==> src/rtl/flag_stack_unit.sv <==
// Status-flag register with per-bit write mask, sticky accumulating bits and
// a bounded save/restore stack for interrupt/call context.
module flag_stack_unit #(
  parameter int              WIDTH       = 32,
  parameter int              DEPTH       = 4,
  parameter logic [WIDTH-1:0] STICKY_MASK = 32'h0000_0008,
  parameter logic [WIDTH-1:0] RST_VAL     = 32'h0,
  localparam int             DW          = $clog2(DEPTH + 1)
) (
  input  logic             clk,
  input  logic             rst,
  input  logic             rw,
  input  logic [WIDTH-1:0] mask,
  input  logic [WIDTH-1:0] new_flag,
  input  logic             sticky_clr,
  input  logic             push,
  input  logic             pop,
  input  logic             err_clr,
  output logic [WIDTH-1:0] flag,
  output logic [DW-1:0]    depth,
  output logic             full,
  output logic             empty,
  output logic             stk_err
);

  logic [WIDTH-1:0] stack [DEPTH];
  logic [WIDTH-1:0] top;
  logic [WIDTH-1:0] wen;
  logic             do_push;
  logic             do_pop;
  logic             err_evt;

  // Sticky bits OR in new set events; a same-cycle set beats the clear.
  function automatic logic [WIDTH-1:0] upd_flags(input logic [WIDTH-1:0] cur,
                                                 input logic [WIDTH-1:0] we,
                                                 input logic [WIDTH-1:0] nv,
                                                 input logic             clr);
    logic [WIDTH-1:0] keep;
    keep = clr ? (cur & ~STICKY_MASK) : cur;
    return (~STICKY_MASK & ((we & nv) | (~we & cur))) |
           ( STICKY_MASK & (keep | (we & nv)));
  endfunction

  assign full    = (depth == DW'(DEPTH));
  assign empty   = (depth == '0);
  assign wen     = {WIDTH{~rw}} & mask;
  assign do_push = push & ~pop & ~full;
  assign do_pop  = pop & ~push & ~empty;
  assign err_evt = (push & pop) | (push & ~pop & full) | (pop & ~push & empty);

  always_comb begin
    top = '0;
    for (int i = 0; i < DEPTH; i++)
      if (depth == DW'(i + 1)) top = stack[i];
  end

  always_ff @(posedge clk or negedge rst) begin
    if (!rst) begin
      flag    <= RST_VAL;
      depth   <= '0;
      stk_err <= 1'b0;
      for (int i = 0; i < DEPTH; i++) stack[i] <= '0;
    end else begin
      flag <= do_pop ? top : upd_flags(flag, wen, new_flag, sticky_clr);
      if (do_push) depth <= depth + DW'(1);
      else if (do_pop) depth <= depth - DW'(1);
      // The saved copy is the pre-edge flag, so a concurrent write is excluded.
      for (int i = 0; i < DEPTH; i++)
        if (do_push && depth == DW'(i)) stack[i] <= flag;
      if (err_evt) stk_err <= 1'b1;
      else if (err_clr) stk_err <= 1'b0;
    end
  end

endmodule

==> config.mk <==
export PLATFORM = sky130hd
export DESIGN_NAME = flag_stack_unit
export DESIGN_NICKNAME = d
export VERILOG_FILES = /design/src/rtl/flag_stack_unit.sv
export SDC_FILE = /design/constraint.sdc
export NUM_CORES = 1
export LEC_CHECK = 0
export CAP_MARGIN = 5
export CORE_ASPECT_RATIO = 0.6
export CORE_UTILIZATION = 30
export CTS_BUF_LIST = sky130_fd_sc_hd__clkbuf_8
export DETAILED_ROUTE_END_ITERATION = 8
export DONT_BUFFER_PORTS = 1
export GPL_ROUTABILITY_DRIVEN = 0
export PLACE_DENSITY_LB_ADDON = 0.05
export RECOVER_POWER = 50
export SYNTH_ARGS = -nofsm -noshare
export SYNTH_HDL_FRONTEND = slang
export SYNTH_SLANG_ARGS = --single-unit
==> constraint.sdc <==
create_clock -name clk -period 2.3 [get_ports clk]
set_input_delay 0.46 -clock clk [delete_from_list [all_inputs] [get_ports clk]]
set_output_delay 0.46 -clock clk [all_outputs]
set_load 0.02 [all_outputs]
### Yosys cells after proc, flatten, opt, wreduce, memory -nomap -nowiden

Index checks and enable logic that the tools add are counted.

* register bits after elaboration: 164

* muxes and demuxes: 10
* reductions and logical operators: 7
* $add $sub $neg: 2
* equal/unequal tests: 4
* bitwise operators: 21

Operators by type and width (count)
* 32-bit two-way mux: 5
* 32-bit bitwise AND: 3
* 32-bit NOT: 1
* 32-bit bitwise OR: 1
* 32-bit by 4-bit bitwise OR with 32-bit output: 1
* 1-bit bitwise AND: 7
* 3-bit by 2-bit == test with 1-bit output (second input constant): 2
* 3-bit two-way mux: 2
* 1-bit NOT: 5
* 1-bit logical AND: 4
* 4-bit two-way mux: 1
* 4-bit bitwise OR: 1
* 2-bit nonzero test: 2
* 3-bit by 1-bit adder with 3-bit output (second input constant): 1
* 3-bit by 1-bit == test with 1-bit output (second input constant): 1
* 3-bit == test (second input constant): 1
* 3-bit zero test: 1
* 3-bit by 1-bit subtractor with 3-bit output (second input constant): 1
* 1-bit two-way mux: 2
* 1-bit bitwise OR: 2

### Depth between registers and ports, before layout

Gate-level depths: netlist of run 1.

* word-level depth: 7
* depth in mapped cells: 9
* mapped depth without buffers: 7

### Least setup slack after synthesis of run 1

Ideal clock, no wire load.

* path type: flip-flop to flip-flop
* start point: reg depth[0]
* end point: reg stack[100] in the netlist's numbering
* data required time: 2175 ps
* stages on the path, launching flop included: 9
* buffers on the path: 3
* setup slack: -39 ps
* arrival: 2215 ps
* path through: dfrtp_1 > inv_1 > ha_1 > buf_2 > nor2b_1 > and2_1 > buf_2 > buf_4 > mux2_2

* elaborated cells between the ends (all ways): 5
* classes of those cells: eq/ne (1); bitwise (2); reduce/logical (2)

RTL lines
* from (decl): line 20 `output logic [DW-1:0] depth,`
* from (signal assigned): line 65 `if (do_push) depth <= depth + DW'(1);`
* from (signal assigned): line 66 `else if (do_pop) depth <= depth - DW'(1);`
* 3-bit zero test
* net empty: line 22 `output logic empty,`
* 1-bit logical AND: line 69 `if (do_push && depth == DW'(i)) stack[i] <= flag;`
* to (signal, indexed assignment): line 69
* to (decl): line 26 `logic [WIDTH-1:0] stack [DEPTH];`

The timed path passes the listed nets, and every way through them passes these cells.
A chain may end at the register's enable or synchronous reset.

### Worst setup path in the final report of run 1

* start point: reg depth[1]
* end point: reg flag[3]

* word-level cells in the longest chain between the ends: 6
* elaborated cells between the ends (all ways): 12
* classes of those cells: eq/ne (4); mux (5); bitwise (2); reduce/logical (1)

Ends and longest elaborated chain
* 3-bit by 1-bit == test with 1-bit output: line 54 `if (depth == DW'(i + 1)) top = stack[i];`
* 32-bit two-way mux (4 in series): line 54
* 32-bit two-way mux *: line 64 `flag <= do_pop ? top : upd_flags(flag, wen, new_flag, sticky_clr);`
* to (signal assigned): line 64
* to (decl): line 19 `output logic [WIDTH-1:0] flag,`

Every way passes the cells marked *; elsewhere a longest branch is shown, timed or not.

==> impl_metrics.json, run 1 <==
{
  "cp-end-kind": "flop",
  "wl_met1_um": 11210,
  "synthesis.nets": 682,
  "layout.cells.non_filler": 970,
  "yosys.area_share.adder_pct": 0.9618,
  "synth_edf_count": 0,
  "die_area_sq_um": 26690,
  "switching_share_pct": 37.14,
  "synth_mux_area_share_pct": 22.44,
  "firstDrtPassIters": 4,
  "worst_path_max_delay_cell": "dfrtp_1",
  "wl_per_cell_um": 22.06,
  "clk_pin_slew_worst_paths_ns": 0.09,
  "antenna_found_initial": 0,
  "synth_compound_area_share_pct": 13.13,
  "wirelength_um": 21400,
  "syn_to_final_growth_pct": 13.77,
  "ctsRootBufferMaster": "clkbuf_8",
  "crit_chain": "buf_4, ha_1, ha_2, nor4b_4, buf_12, a221oi_2, a221o_1, o21ai_1",
  "final_net_count": 682,
  "via_per_inst": 5.019,
  "top_layer": "met4",
  "grt.total_usage_pct": 16.94,
  "numCtsBuffers": 17,
  "synth-simple-area-share_pct": 7.070,
  "grt_overflow": 0,
  "synth_top_family_by_area": "multiplexers",
  "worst_slack_ns": 0.08525,
  "critPathRequiredTime_ns": 2.70,
  "reg2regPathDepth": 8,
  "grt_pass1_vias": 5214,
  "fin_util_pct": 34.97,
  "seq_area_frac_synth_pct": 52.58,
  "seq_power_share_pct": 46.2,
  "max_slew_margin_pct": 61.27,
  "hold_ws_ns": -0.3100,
  "p_int_mw": 7.455,
  "clock-sinks": 164,
  "power.share.clock_pct": 22.8,
  "status": "complete, but fails checks",
  "fin_area_sq_um": 8880,
  "critPathKind": "reg -> reg",
  "dp.cells": 935,
  "fin_skew_ns": 0.01180,
  "synth_xor_area_share_pct": 0.1122,
  "fmax_ghz": 0.4515,
  "port-buffer-count": 0,
  "clock_path_buffers": 2,
  "synth_area_sq_um": 7805,
  "failed_checks": "hold timing",
  "leakage_nw": 3.875,
  "min_period_over_period_pct": 96.29,
  "dp_slack_ns": 0.1695,
  "ios": 109,
  "antenna-diode-count": 0,
  "die_y_um": 126.9,
  "dp_hpwl_um": 12630,
  "initialDrtViolationCount": 200,
  "arrival_ns": 2.61,
  "rsz0062_at_grt": "yes",
  "maxCapViolCount": 0,
  "synthFlopType": "dfrtp_1",
  "core_area_sq_um": 25390,
  "ys_warn_count": 0,
  "cp-start-kind": "flop",
  "hold_violations": 164,
  "period_minus_slack_ns": 2.215,
  "clock_latency_ns": 0.47,
  "ys_ff_latch": 164,
  "r2r_end": "flag[3]$_DFF_PN0_",
  "initial_core_util_pct": 30.74,
  "combPwrFrac_pct": 31.0,
  "worst_pin_slew_ns": 0.5810,
  "hp-class": "in -> async",
  "via_count": 4868,
  "setup_violations": 0,
  "cts_max_level": 4,
  "cts_tree": "done",
  "syn-mean-instance-area_sq_um": 12.90,
  "drtAntennaViolNets": 0,
  "path_max_fanout": 32,
  "crit_path_max_incr_delay_ns": 0.39,
  "row_count": 45,
  "power.density_nw_per_um2": 1336,
  "wl_met2_um": 9147,
  "async_reset_ff_share_pct": 100.0,
  "ff2ff_setup_slack_ns": 0.09,
  "grt_pass1_wl_um": 33120,
  "synth_cells": 605,
  "grt_max_degree": 165,
  "dr_wl_met3_um": 812,
  "drc": 0,
  "die_w_um": 210.2,
  "drive_above_1_share_pct": 33.17,
  "r2r_start": "depth[1]$_DFFE_PN0P_",
  "ir_drop_mv": 0.5782,
  "drv_slew": 0,
  "synth.distinct_cells": 31,
  "switching_power_mw": 4.405,
  "place_area_sq_um": 8313
}
worst max-delay path: cells and delay by family (launching register included):
kind	cells	cell delay [ns]
adder cells (fa/ha/maj)	2	0.40
AO/OA/AOI/OAI	3	0.57
AND/OR/NAND/NOR	1	0.31
buffers and inverters	2	0.46
flip-flops	1	0.39
worst max-delay path by stage:
stage / from / to / slack [ns] / cells past startpoint
6_report: depth[1]$_DFFE_PN0P_ / flag[3]$_DFF_PN0_ / 0.09 / 8
5_1_grt: depth[1]$_DFFE_PN0P_ / flop / -0.02 / 8
4_1_cts: depth[0]$_DFFE_PN0P_ / full / 0.02 / 6
3_5_place_dp: depth[0]$_DFFE_PN0P_ / flop / 0.17 / 7
3_3_place_gp: depth[0]$_DFFE_PN0P_ / flop / 0.18 / 7
2_1_floorplan: depth[0]$_DFFE_PN0P_ / flop / 0.13 / 8
Yosys cell counts, types with 2 or more instances:
library cell  count  area, sq um
a221o_1          32        320.3
a221oi_2         30        450.4
nand2b_1         31        193.9
clkbuf_1         22        82.58
dfrtp_1         164         4104
inv_1             6        22.52
buf_4            12        90.09
nor2_1            5        18.77
a21o_1            2        15.01
a221oi_1          2        17.52
mux2_1           28        315.3
o221ai_1          2        17.52
mux2_2          100         1126
buf_6             4        45.04
o21ai_0           4        20.02
a21oi_1           3        15.01
and3_1            3        18.77
buf_2             9        45.04
mux2i_1          31        310.3
ha_1              6        75.07
o21ai_1          32        160.2
nand2_1          67        251.5
nor2b_1           2        12.51
cell usage in the layout (no fill, tap or decap), types with 2 or more instances in the layout:
master	netlist	routed
nand2b_1	31	30
nor2_1	5	4
o21ai_0	4	4
buf_12	0	10
o21ai_1	32	32
bufinv_16	0	7
a221oi_2	30	30
mux2_1	28	28
a21oi_1	3	3
clkinv_2	0	3
buf_4	12	18
inv_6	0	2
o221ai_1	2	2
dfrtp_1	164	163
clkbuf_8	0	19
ha_1	6	4
mux2i_1	31	31
and3_2	0	3
mux2_2	100	100
a221o_1	32	32
a21o_1	2	2
a221oi_1	2	2
nand2_1	67	66
inv_1	6	5
layer usage:
metal | vias up | GRT usage, %
met5 | - | 0
met1 | 2554 | 25.01
met2 | 83 | 24.43
met3 | 17 | 4.110
li1 | 2214 | -
met4 | 0 | 4.637
timing repair:
action	CTS	global route
gates resized for setup	6	2
pin swaps	0	0
endpoints found under the setup margin	1	2
setup buffers	1	2
cloned	0	0
hold endpoints to repair	164	164
stage by stage:
| stage | total power, mW | TNS [ns] |
|---|---|---|
| finish | 11.86 | 0 |
| global route | 12.63 | -0.01576 |
| CTS | 12.00 | 0 |
| detailed placement | 9.184 | 0 |
| global placement | 9.088 | 0 |
| floorplan | 7.848 | 0 |
power groups by stage:
stage / registers (mW) / logic [mW] / clock network, mW
after global routing: 5.68 / 4.03 / 2.92
after CTS: 5.49 / 3.69 / 2.81
after global placement: 5.50 / 3.59 / 0
final: 5.48 / 3.67 / 2.71
after detailed placement: 5.55 / 3.63 / 0
after floorplan: 5.21 / 2.63 / 0
kinds of logic after synthesis:
logic type,after synthesis
AOI/OAI and AO/OA,108
xor gates and xnor gates,1
adders and majority gates,6
buffers and inverters,54
DFF,164
muxes,159
and+or+nand+nor,113
layout make-up:
type,count,area (sq um)
well taps,352,440.4
fillers,2457,16510
multi-input cells,387,3458
flip-flops and latches,164,4105
clock inverters,13,250.2
clock buffers,19,261.5
inverters,7,28.78
repair buffers,28,335.3
Power figures use the tool's default switching activity.
==> run 2: changes to the inputs <==
- CTS_CLUSTER_DIAMETER: default -> 40
- SETUP_SLACK_MARGIN: default -> 0.5
==> impl_metrics.json, run 2 (same netlist as run 1, synthesis figures left out) <==
{
  "failed_checks": "hold timing",
  "die_y_um": 126.9,
  "via_count": 5099,
  "wirelength_um": 23970,
  "hold_ws_ns": -0.3079,
  "final_net_count": 709,
  "drv_slew": 0,
  "ir_drop_mv": 0.4690,
  "cp-start-kind": "flop",
  "initial_core_util_pct": 30.74,
  "arrival_ns": 2.44,
  "die_w_um": 210.2,
  "clock_latency_ns": 0.46,
  "dp_hpwl_um": 12880,
  "grt_pass1_vias": 5467,
  "antenna_found_initial": 0,
  "path_max_fanout": 7,
  "period_minus_slack_ns": 2.057,
  "cts_tree": "done",
  "clock_path_buffers": 2,
  "numCtsBuffers": 17,
  "final_cell_mix": "dfrtp_1 (161), mux2_2 (76), nand2_1 (66)",
  "hold_violations": 164,
  "drc": 0,
  "ios": 109,
  "ctsRootBufferMaster": "clkbuf_8",
  "worst_pin_slew_ns": 0.8024,
  "min_period_over_period_pct": 89.42,
  "port-buffer-count": 0,
  "row_count": 45,
  "grt_max_degree": 165,
  "critPathKind": "reg -> reg",
  "clk_pin_slew_worst_paths_ns": 0.09,
  "fin_util_pct": 37.30,
  "die_area_sq_um": 26690,
  "drtAntennaViolNets": 0,
  "clock-sinks": 164,
  "finalSetupTns_ns": 0,
  "core_area_sq_um": 25390,
  "rsz0062_at_grt": "yes",
  "status": "complete, but fails checks",
  "cts_max_level": 4,
  "grt_overflow": 0,
  "cp-end-kind": "flop",
  "setup_violations": 0,
  "hp-class": "in -> async",
  "grt_pass1_wl_um": 36530,
  "final_common_cell": "dfrtp_1",
  "dp.cells": 937,
  "initialDrtViolationCount": 273,
  "fin_skew_ns": 0.01192,
  "fmax_ghz": 0.4862,
  "syn_to_final_growth_pct": 21.35,
  "power.density_nw_per_um2": 1284,
  "grt.total_usage_pct": 18.77,
  "drive_above_1_share_pct": 37.13,
  "critPathRequiredTime_ns": 2.68,
  "antenna-diode-count": 0,
  "max_slew_margin_pct": 46.51,
  "wl_per_cell_um": 24.14,
  "layout.cells.non_filler": 993,
  "via_per_inst": 5.135,
  "firstDrtPassIters": 4,
  "leakage_nw": 4.127,
  "maxCapViolCount": 0
}
==> run 2: changes by cell type in the layout (fill, tap and decap cells not counted), moves of 4 or more <==
cell	delta
mux2_4	+31
buf_16	+9
buf_12	+6
buf_6	+4
mux2_1	-7
mux2_2	-24
bufinv_16	-5
==> run 2: what timing repair did <==
item,4_1_cts,5_1_grt
hold endpoints to repair,164,164
setup buffers,14,2
pin swaps,8,1
resized for setup,58,13
setup endpoints to repair,113,163
gates cloned,11,1
==> run 2: layout make-up <==
cell class                 count  area [sq um]
fill                        2450         15920
sequential                   164          4108
multi-input combinational    387          3641
timing repair buffer          55         889.6
tap                          352         440.4
clock buffer                  20         275.3
clock inverter                 8         88.84
inverter                       7         28.78
==> run 2: critical path, stage by stage (launching register included) <==
cell,delay [ns]
dfrtp_2,0.51
ha_4,0.20
ha_4,0.17
nor4b_4,0.21
buf_6,0.23
buf_12,0.17
a221oi_1,0.08
a221o_1,0.32
o21ai_1,0.07
==> run 2: metal layers <==
layer	global-route usage, %	vias up	wire length [um]
li1	-	2278	-
met1	27.87	2705	12210
met2	27.46	105	10430
met3	4.754	11	1187
met4	3.478	0	143
met5	0	-	0
==> run 2: power breakdown <==
part / leakage, nW / total (mW) / internal (mW) / switching (mW)
clock: 0.196 / 2.06 / 1.01 / 1.05
combinational: 1.82 / 4.55 / 2.43 / 2.12
sequential: 2.11 / 5.55 / 4.09 / 1.46
==> run 2: worst paths after layout <==
kind / from / endpoint / slack (ns) / cells after the start
max reg2reg: depth[1]$_DFFE_PN0P_ / flop / 0.24 / 8
max in group asynchronous: rst / depth[0]$_DFFE_PN0P_ / 2.26 / 0
min in group clk: pop / depth[2]$_DFFE_PN0P_ / 0.13 / 1
min reg2reg: stack[92]$_DFFE_PN0P_ / stack[92]$_DFFE_PN0P_ / 0.49 / 1
min: rst / stack[7]$_DFFE_PN0P_ / -0.31 / 0
max: depth[1]$_DFFE_PN0P_ / flop / 0.24 / 8
==> run 2: through the flow <==
step | hold WS, ns | cell area, sq um | worst slack, ns | total power, mW
detailed placement | 0.1715 | 8346 | 0.1401 | 9.247
CTS | -0.3522 | 9375 | 0.2436 | 12.21
global route | -0.3664 | 9472 | 0.1759 | 12.92
global placement | 0.1717 | 8346 | 0.1710 | 9.130
finish | -0.3079 | 9472 | 0.2433 | 12.16
floorplan | 0.1644 | 7859 | 0.2659 | 7.909
==> run 3: changes to the inputs <==
- PLACE_DENSITY: default -> 0.55
- PLACE_DENSITY_LB_ADDON: 0.05 -> default
- SKIP_CTS_REPAIR_TIMING: default -> 1
==> impl_metrics.json, run 3 (same netlist as run 1, synthesis figures left out) <==
{
  "critPathKind": "reg -> reg",
  "clock_path_buffers": 2,
  "hold_ws_ns": -0.3199,
  "fin_skew_ns": 0.01635,
  "rsz0062_at_grt": "yes",
  "setup_violations": 0,
  "finalSetupTns_ns": 0,
  "crit_path_max_incr_delay_ns": 0.46,
  "worst-path-buf-inv": 3,
  "grtUsageMet1_pct": 22.82,
  "status": "complete, but fails checks",
  "hp-class": "in -> async",
  "die_y_um": 126.9,
  "path_max_fanout": 6,
  "fin_util_pct": 36.12,
  "drv_slew": 0,
  "drtAntennaViolNets": 0,
  "power.density_nw_per_um2": 1313,
  "initial_core_util_pct": 30.74,
  "grt_max_degree": 165,
  "ios": 109,
  "crit_chain": "ha_4, ha_4, nor4b_4, buf_6, buf_6, buf_4, a221oi_2, a221o_1, o21ai_1",
  "via_per_inst": 5.076,
  "dp.cells": 934,
  "leakage_nw": 4.002,
  "via_count": 5035,
  "syn_to_final_growth_pct": 17.51,
  "wl_per_cell_um": 22.04,
  "grt.met2_usage_pct": 23.30,
  "die_area_sq_um": 26690,
  "port-buffer-count": 0,
  "wirelength_um": 21860,
  "drc": 0,
  "cp-start-kind": "flop",
  "hold_violations": 164,
  "worst_slack_ns": 0.1542,
  "period_minus_slack_ns": 2.146,
  "clk_pin_slew_worst_paths_ns": 0.10,
  "crit_family": "compound AO/OA/AOI/OAI gates",
  "max_slew_margin_pct": 67.46,
  "fmax_ghz": 0.4660,
  "p_total_mw": 12.04,
  "antenna_found_initial": 0,
  "drive_above_1_share_pct": 36.41,
  "failed_checks": "hold timing",
  "clock_latency_ns": 0.47,
  "layout.cells.non_filler": 992,
  "cts_tree": "done",
  "grt.total_usage_pct": 15.90,
  "min_period_over_period_pct": 93.30,
  "cp-end-kind": "flop",
  "maxCapViolCount": 0,
  "worst_path_max_delay_cell": "dfrtp_2",
  "grt_pass1_vias": 5360,
  "worst_pin_slew_ns": 0.4882,
  "dp_hpwl_um": 12790,
  "clock-sinks": 164,
  "arrival_ns": 2.54,
  "critPathRequiredTime_ns": 2.69,
  "cts_max_level": 4,
  "grt.busiest_layer": "met2",
  "final_net_count": 704,
  "ctsRootBufferMaster": "clkbuf_8",
  "met3_usage_pct": 3.961,
  "initialDrtViolationCount": 306,
  "place_area_sq_um": 8310,
  "fin_area_sq_um": 9171,
  "antenna-diode-count": 0,
  "final_cell_mix": "dfrtp_1 (161), mux2_2 (100), nand2_1 (62)",
  "numCtsBuffers": 17,
  "grt_overflow": 0,
  "ir_drop_mv": 0.5269,
  "final_common_cell": "dfrtp_1",
  "grt_pass1_wl_um": 32020,
  "firstDrtPassIters": 5,
  "dp_slack_ns": 0.2118,
  "die_w_um": 210.2,
  "row_count": 45,
  "core_area_sq_um": 25390
}
## run 3: worst paths after layout
| check | end | slack, ns | start | cells after the start |
|---|---|---|---|---|
| worst max-delay path | flop | 0.15 | depth[1]$_DFFE_PN0P_ | 9 |
| worst max register to register | flop | 0.15 | depth[1]$_DFFE_PN0P_ | 9 |
| worst min register to register | stack[64]$_DFFE_PN0P_ | 0.49 | stack[64]$_DFFE_PN0P_ | 1 |
| min in group clk | depth[2]$_DFFE_PN0P_ | 0.12 | pop | 1 |
| max in group asynchronous | depth[2]$_DFFE_PN0P_ | 2.33 | rst | 0 |
| worst min-delay path | async pin | -0.32 | rst | 0 |
## run 3: layer usage
metal	vias up	share of wire, %
met2	128	44
li1	2255	-
met1	2633	50
met4	0	1.6
met5	-	0
met3	19	4.1
## run 3: final cells by class
type / instances / area, sq um
Multi-Input combinational cell: 387 / 3493
Clock buffer: 19 / 261.5
Fill cell: 2448 / 16220
Sequential cell: 164 / 4108
Inverter: 7 / 31.28
Tap cell: 352 / 440.4
Timing Repair Buffer: 50 / 680.7
Clock inverter: 13 / 156.4
## run 3: worst reg2reg max path, stage by stage, from the launching register on
cell and delay, ns:
dfrtp_2 0.46, ha_4 0.18, ha_4 0.17, nor4b_4 0.32
buf_6 0.19, buf_6 0.16, buf_4 0.12, a221oi_2 0.05
a221o_1 0.34, o21ai_1 0.09
## run 3: report_power, final
group          switching [mW]  internal, mW  total, mW  leakage (nW)
Sequential               1.44          4.09       5.53          2.11
Clock                    1.11          1.13       2.24         0.211
Combinational            2.07          2.20       4.27          1.68
Total                    4.62          7.42       12.0          4.00
